--- config.mk ---
export PLATFORM = sky130hd
export DESIGN_NAME = calc_core
export DESIGN_NICKNAME = d
export VERILOG_FILES = /design/src/rtl/calc_pkg.sv /design/src/rtl/seq_divider.sv /design/src/rtl/calc_core.sv
export SDC_FILE = /design/constraint.sdc
export NUM_CORES = 1
export LEC_CHECK = 0
export CAP_MARGIN = 30
export CORE_ASPECT_RATIO = 0.6
export CORE_MARGIN = 2
export CORE_UTILIZATION = 60
export DETAILED_ROUTE_END_ITERATION = 8
export PLACE_DENSITY = 0.81
export RECOVER_POWER = 25
export SYNTH_ARGS = -nofsm -noshare
export SYNTH_HDL_FRONTEND = slang
export SYNTH_SLANG_ARGS = --single-unit
--- constraint.sdc ---
create_clock -name CLK100MHZ -period 6 [get_ports CLK100MHZ]
set_clock_uncertainty 0.1 [all_clocks]
set_input_delay 1.5 -clock CLK100MHZ [delete_from_list [all_inputs] [get_ports CLK100MHZ]]
set_output_delay 1.5 -clock CLK100MHZ [all_outputs]
set_load 0.01 [all_outputs]
--- src/rtl/calc_pkg.sv ---
// Shared opcode and FSM encodings for the calculator arithmetic engine.
package calc_pkg;

  typedef logic [2:0] op_t;
  localparam op_t OP_ADD = 3'b000;
  localparam op_t OP_SUB = 3'b001;
  localparam op_t OP_MUL = 3'b010;
  localparam op_t OP_DIV = 3'b011;
  localparam op_t OP_MOD = 3'b100;

  typedef logic [1:0] state_t;
  localparam state_t ST_IDLE = 2'd0;
  localparam state_t ST_EXEC = 2'd1;
  localparam state_t ST_DIV  = 2'd2;
  localparam state_t ST_FIN  = 2'd3;

  localparam logic [15:0] DIV0_DEFAULT = 16'hDEAD;

  typedef struct packed {
    logic div_by_zero;
    logic carry;
    logic err;
  } flags_t;

  function automatic logic is_div_op(input op_t op);
    return (op == OP_DIV) || (op == OP_MOD);
  endfunction

endpackage

--- src/rtl/seq_divider.sv ---
// Unsigned restoring divider: one quotient bit per clock, MSB first, W iterations after load.
module seq_divider #(
  parameter int W = 8
) (
  input  logic         clk,
  input  logic         rst,
  input  logic         load,
  input  logic [W-1:0] dividend,
  input  logic [W-1:0] divisor,
  output logic [W-1:0] quotient,
  output logic [W-1:0] remainder,
  output logic         last
);

  localparam int CW = $clog2(W + 1);

  logic [W-1:0]  r_quo;
  logic [W-1:0]  r_rem;
  logic [W-1:0]  r_dvs;
  logic [CW-1:0] r_cnt;

  logic [W:0] w_shift;
  logic [W:0] w_trial;
  logic       w_fits;

  // Partial remainder stays below the divisor, so a failed trial always borrows into bit W.
  assign w_shift = {r_rem, r_quo[W-1]};
  assign w_trial = w_shift - {1'b0, r_dvs};
  assign w_fits  = ~w_trial[W];

  // NOTE: every register here, including the datapath, is cleared by reset so an abort leaves no stale iteration running.
  always_ff @(posedge clk or posedge rst) begin
    if (rst) begin
      r_quo <= '0;
      r_rem <= '0;
      r_dvs <= '0;
      r_cnt <= '0;
    end else if (load) begin
      r_quo <= dividend;
      r_rem <= '0;
      r_dvs <= divisor;
      r_cnt <= CW'(W);
    end else if (r_cnt != '0) begin
      // NOTE: non-blocking assignments so every register samples the pre-edge values of the others.
      r_rem <= w_fits ? w_trial[W-1:0] : w_shift[W-1:0];
      r_quo <= {r_quo[W-2:0], w_fits};
      r_cnt <= r_cnt - CW'(1);
    end
  end

  assign quotient  = r_quo;
  assign remainder = r_rem;
  assign last      = (r_cnt == CW'(1));

endmodule

--- src/rtl/calc_core.sv ---
// Handshaked calculator engine: add/sub/mul in one cycle, div/mod through the sequential divider.
module calc_core
  import calc_pkg::*;
#(
  parameter int          W          = 8,
  parameter logic [15:0] DIV0_VALUE = DIV0_DEFAULT
) (
  input  logic           CLK100MHZ,
  input  logic           reset,
  input  logic           start,
  input  logic [2:0]     op,
  input  logic [W-1:0]   a,
  input  logic [W-1:0]   b,
  input  logic           chain,
  output logic           busy,
  output logic           done,
  output logic [2*W-1:0] result,
  output logic           div_by_zero,
  output logic           carry,
  output logic           zero,
  output logic           err
);

  localparam int             DW       = 2 * W;
  localparam logic [DW-1:0]  DIV0_EXT = DW'(DIV0_VALUE);

  state_t        r_state;
  logic [W-1:0]  r_a;
  logic [W-1:0]  r_b;
  op_t           r_op;
  logic          r_dz;
  logic [DW-1:0] r_pend_res;
  flags_t        r_pend_flags;
  logic [DW-1:0] r_result;
  logic          r_done;
  flags_t        r_flags;
  logic          r_zero;

  logic [W-1:0]  w_a_sel;
  logic          w_accept;
  logic          w_div_load;
  logic [W:0]    w_sum;
  logic [W:0]    w_diff;
  logic [DW-1:0] w_prod;
  logic [W-1:0]  w_quo;
  logic [W-1:0]  w_rem;
  logic          w_div_last;
  logic [DW-1:0] w_fin_res;
  flags_t        w_fin_flags;

  assign w_a_sel    = chain ? r_result[W-1:0] : a;
  assign w_accept   = (r_state == ST_IDLE) && start;
  assign w_div_load = w_accept && is_div_op(op) && (b != '0);

  assign w_sum  = {1'b0, r_a} + {1'b0, r_b};
  assign w_diff = {1'b0, r_a} - {1'b0, r_b};
  assign w_prod = DW'(r_a) * DW'(r_b);

  seq_divider #(.W(W)) u_div (
    .clk       (CLK100MHZ),
    .rst       (reset),
    .load      (w_div_load),
    .dividend  (w_a_sel),
    .divisor   (b),
    .quotient  (w_quo),
    .remainder (w_rem),
    .last      (w_div_last)
  );

  // Divider results are read straight off the divider; everything else was staged in EXEC.
  always_comb begin
    w_fin_res   = r_pend_res;
    w_fin_flags = r_pend_flags;
    if (is_div_op(r_op) && !r_dz) begin
      w_fin_res   = {{W{1'b0}}, (r_op == OP_DIV) ? w_quo : w_rem};
      w_fin_flags = '0;
    end
  end

  always_ff @(posedge CLK100MHZ or posedge reset) begin
    if (reset) begin
      r_state      <= ST_IDLE;
      r_a          <= '0;
      r_b          <= '0;
      r_op         <= OP_ADD;
      r_dz         <= 1'b0;
      r_pend_res   <= '0;
      r_pend_flags <= '0;
      r_result     <= '0;
      r_done       <= 1'b0;
      r_flags      <= '0;
      r_zero       <= 1'b0;
    end else begin
      r_done <= 1'b0;
      case (r_state)
        ST_IDLE: begin
          if (start) begin
            r_a     <= w_a_sel;
            r_b     <= b;
            r_op    <= op;
            r_dz    <= is_div_op(op) && (b == '0);
            r_state <= w_div_load ? ST_DIV : ST_EXEC;
          end
        end
        ST_EXEC: begin
          case (r_op)
            OP_ADD: begin
              r_pend_res   <= DW'(w_sum);
              r_pend_flags <= flags_t'{1'b0, w_sum[W], 1'b0};
            end
            OP_SUB: begin
              r_pend_res   <= {{W{1'b0}}, w_diff[W-1:0]};
              r_pend_flags <= flags_t'{1'b0, w_diff[W], 1'b0};
            end
            OP_MUL: begin
              r_pend_res   <= w_prod;
              r_pend_flags <= '0;
            end
            OP_DIV, OP_MOD: begin
              r_pend_res   <= DIV0_EXT;
              r_pend_flags <= flags_t'{1'b1, 1'b0, 1'b0};
            end
            default: begin
              r_pend_res   <= r_result;
              r_pend_flags <= flags_t'{1'b0, 1'b0, 1'b1};
            end
          endcase
          r_state <= ST_FIN;
        end
        ST_DIV: begin
          if (w_div_last) r_state <= ST_FIN;
        end
        ST_FIN: begin
          r_result <= w_fin_res;
          r_flags  <= w_fin_flags;
          r_zero   <= (w_fin_res == '0);
          r_done   <= 1'b1;
          r_state  <= ST_IDLE;
        end
        default: r_state <= ST_IDLE;
      endcase
    end
  end

  assign busy        = (r_state != ST_IDLE);
  assign done        = r_done;
  assign result      = r_result;
  assign div_by_zero = r_flags.div_by_zero;
  assign carry       = r_flags.carry;
  assign zero        = r_zero;
  assign err         = r_flags.err;

endmodule

==> metrics.md <==
| Metric | Value |
|---|---|
| Storage cell area | `2250 sq um` |
| CP peak stage delay | `0.58 ns` |
| Filler cell count | `944` |
| Seq/Total Area, Yosys | `29.6%` |
| Vias in the first global route | `6328` |
| WHS | `0.435 ns` |
| First-pass GRT wire length | `33.9 mm` |
| Most area-hungry cell type in the Yosys netlist | `dfrtp_1` |
| Peak Freq | `212 MHz` |
| DP Worst Slack | `1.35 ns` |
| CP Cell Sequence | `ha_1 -> fa_1 -> fa_1 -> fa_1 -> inv_1 -> fa_1 -> inv_1 -> ha_1 -> a21oi_1 -> o31ai_1 -> a21o_1 -> a21oi_1 -> mux2i_1 -> a21oi_1` |
| Mean Syn Cell Area | `8.85 sq um` |
| Area share of the largest cell type after synthesis | `29.6%` |
| Num ports | `45` |
| DRC viols | `0` |
| Post-Place Cells | `1041` |
| Row cnt | `31` |
| Synth Register Bits | `90` |
| Syn Std Cell Area | `7620 sq um` |
| Min-delay worst type | `reg -> reg` |
| Buf+Inv Stages, Crit Path | `2` |
| Final worst-path cycle share | `78.8%` |
| Total number of vias | `6488` |
| Slowest stage cell, crit path | `fa_1` |
| RSZ-0062 raised after global routing | `false` |
| Clk Tree Root Cell | `clkbuf_16` |
| Clk sink count | `90` |
| Number of enable flip-flop cells after synthesis | `0` |
| Post-CTS Hold Fix Bufs | `0` |
| Commonest non-fill, non-tap cells in the layout | `inv_1 (101), dfrtp_1 (90), nand2_1 (79), ha_1 (68), o21ai_0 (60)` |
| CP Capture Type | `flop` |
| Largest net degree at the start of global routing | `56` |
| Slew Viols, Final | `90` |
| Count of cell types in the netlist | `62` |
| Initial Util | `62.3%` |
| Failing checks | `capacitance limit, slew limit` |
| Final setup viols | `0` |
| WP data required | `6.14 ns` |
| GP Congestion | `0.952` |
| Multi-input logic area | `4820 sq um` |
| Synthesis Warnings | `0` |
| Setup TNS | `0 ns` |
| Max-cap viol count | `2` |
| Tightest Pin Transition | `2.86 ns` |
| DRT antenna net count | `0` |
| Total Nets Final | `1018` |
| Status | `finished, violations left` |
| Post-CTS Setup Repair Bufs | `0` |
| Synth area leaders | `dfrtp_1 (30%), ha_1 (11%), fa_1 (10%)` |
| Main flop type after synthesis | `dfrtp_1` |
| Die ar. | `13600 sq um` |
| Avg WL per Cell | `19.6 um` |
| Worst-skew pair later-pin latency | `0.35 ns` |
| Layout cells sized above 1 | `6.61%` |
| Routed WL | `20.8 mm` |
| Hpwl dp | `16.0 mm` |
| CTS tree | `done` |
| Post-Syn Instances | `861` |
| Die Wd | `149 um` |
| H-tree depth | `3` |
| Die Y | `91.3 um` |
| Grt ovf | `0` |
| CP delay by family, top | `adder cells` |
| Crit Path Class | `reg -> reg` |
| Std-Cell Core Area | `12200 sq um` |
| Post-synthesis async set-or-reset flop share | `100%` |
| Net Count, Synth | `991` |
| Fin. Hold Viols | `0` |
| Worst EP arrival | `4.87 ns` |
| Area Growth Syn to Fin | `11.4%` |
| Crit path max fanout | `10` |
| CP dominant cell by count | `fa_1` |
| Most common cell after layout, fill and taps aside | `inv_1` |
| Initial DRC Count | `651` |
| CTS max path bufs | `2` |
| Worst setup SP type | `flop` |
| Post-CTS Resized | `0` |
| Tmin final | `4.73 ns` |
| Post-route insts no fill | `1060` |
| Initial antenna violation count | `3` |
| Vias per inst | `6.12` |
| CTS Buf Count | `9` |
| Reg clk slew, reported paths | `0.07 ns` |
| Final WS setup | `1.27 ns` |
| Total GRT Usage | `32.2%` |
| Port-buffer cells | `44` |
| Slew Limit Headroom | `-90.4%` |
| Drt pass-1 iters | `5` |
tightest hold or removal path, cell delays in order, from the launching register on:
cell and delay (ns):
dfrtp_1 0.38, inv_1 0.05, o22ai_1 0.06
routing by layer:
layer,vias up,track usage [%],share of wire (%)
met5,-,0,0.063
li1,2999,-,-
met3,29,9.95,10
met1,3170,50.7,49
met4,2,6.75,1.2
met2,288,43.0,39
stage by stage:
step,cell area [sq um],util [%]
final,8480,69.4
after global routing,8480,69.4
after CTS,8480,69.4
after detailed placement,8170,66.9
after global placement,8160,66.8
after floorplan,7620,-
Yosys cell counts, drive strengths merged, types with 3 or more instances:
| master | n |
|---|---|
| a211o | 3 |
| a211oi | 8 |
| a21o | 9 |
| a21oi | 49 |
| a31oi | 11 |
| and2 | 43 |
| and3 | 11 |
| buf | 10 |
| clkbuf | 28 |
| dfrtp | 90 |
| fa | 39 |
| ha | 68 |
| inv | 102 |
| mux2 | 21 |
| mux2i | 23 |
| nand2 | 80 |
| nand2b | 6 |
| nand3 | 20 |
| nand3b | 6 |
| nand4 | 4 |
| nor2 | 53 |
| nor2b | 6 |
| nor3 | 16 |
| nor3b | 3 |
| nor4 | 5 |
| o211ai | 9 |
| o21a | 8 |
| o21ai | 60 |
| o21bai | 4 |
| o22ai | 16 |
| o32a | 3 |
| or2 | 3 |
| or3 | 3 |
| or4 | 3 |
| xnor2 | 12 |
registers in the layout, indices dropped and copies added, names as in the netlist:
name / count
u_div.quotient: 8
err: 1
done: 1
r_op: 3
r_pend_flags: 3
r_a: 8
r_pend_res: 16
result: 16
carry: 1
u_div.r_cnt: 4
r_b: 8
r_state: 2
u_div.remainder: 8
r_dz: 1
u_div.r_dvs: 8
div_by_zero: 1
zero: 1
worst paths after layout:
check	startpoint	endpoint	slack, ns	cells past startpoint
min in group asynchronous	reset	result[3]$_DFFE_PP0P_	1.37	2
worst max-delay path	r_a[4]$_DFFE_PP0P_	r_pend_res[13]$_DFFE_PP0N_	1.27	14
worst min register to register	carry$_DFFE_PP0P_	carry$_DFFE_PP0P_	0.43	2
worst min-delay path	carry$_DFFE_PP0P_	carry$_DFFE_PP0P_	0.43	2
worst max register to register	r_a[4]$_DFFE_PP0P_	r_pend_res[13]$_DFFE_PP0N_	1.27	14
max in group asynchronous	reset	r_b[1]$_DFFE_PP0P_	1.45	4
cells by family (layout without fill, tap and decap cells):
logic type	count (synthesis)	in the layout	synth area share [%]
AOI/OAI and AO/OA	200	200	16.5
xor gates and xnor gates	14	14	1.61
adders and majority gates	107	107	21.4
buffers and inverters	141	173	7.21
DFF	90	90	29.6
muxes	44	44	6.13
other	0	2	0
and+or+nand+nor	265	265	17.6
layout make-up:
cell class,instances,share of cell area [%]
clock buffer,9,2.66
tap,165,2.43
multi-input combinational,630,56.8
timing repair buffer,54,5.99
clock inverter,7,0.959
inverter,103,4.57
antenna,2,0.0590
sequential,90,26.6
Power is not shown: default switching activity piles up to over one toggle a cycle in this logic, so the estimate is an artifact.
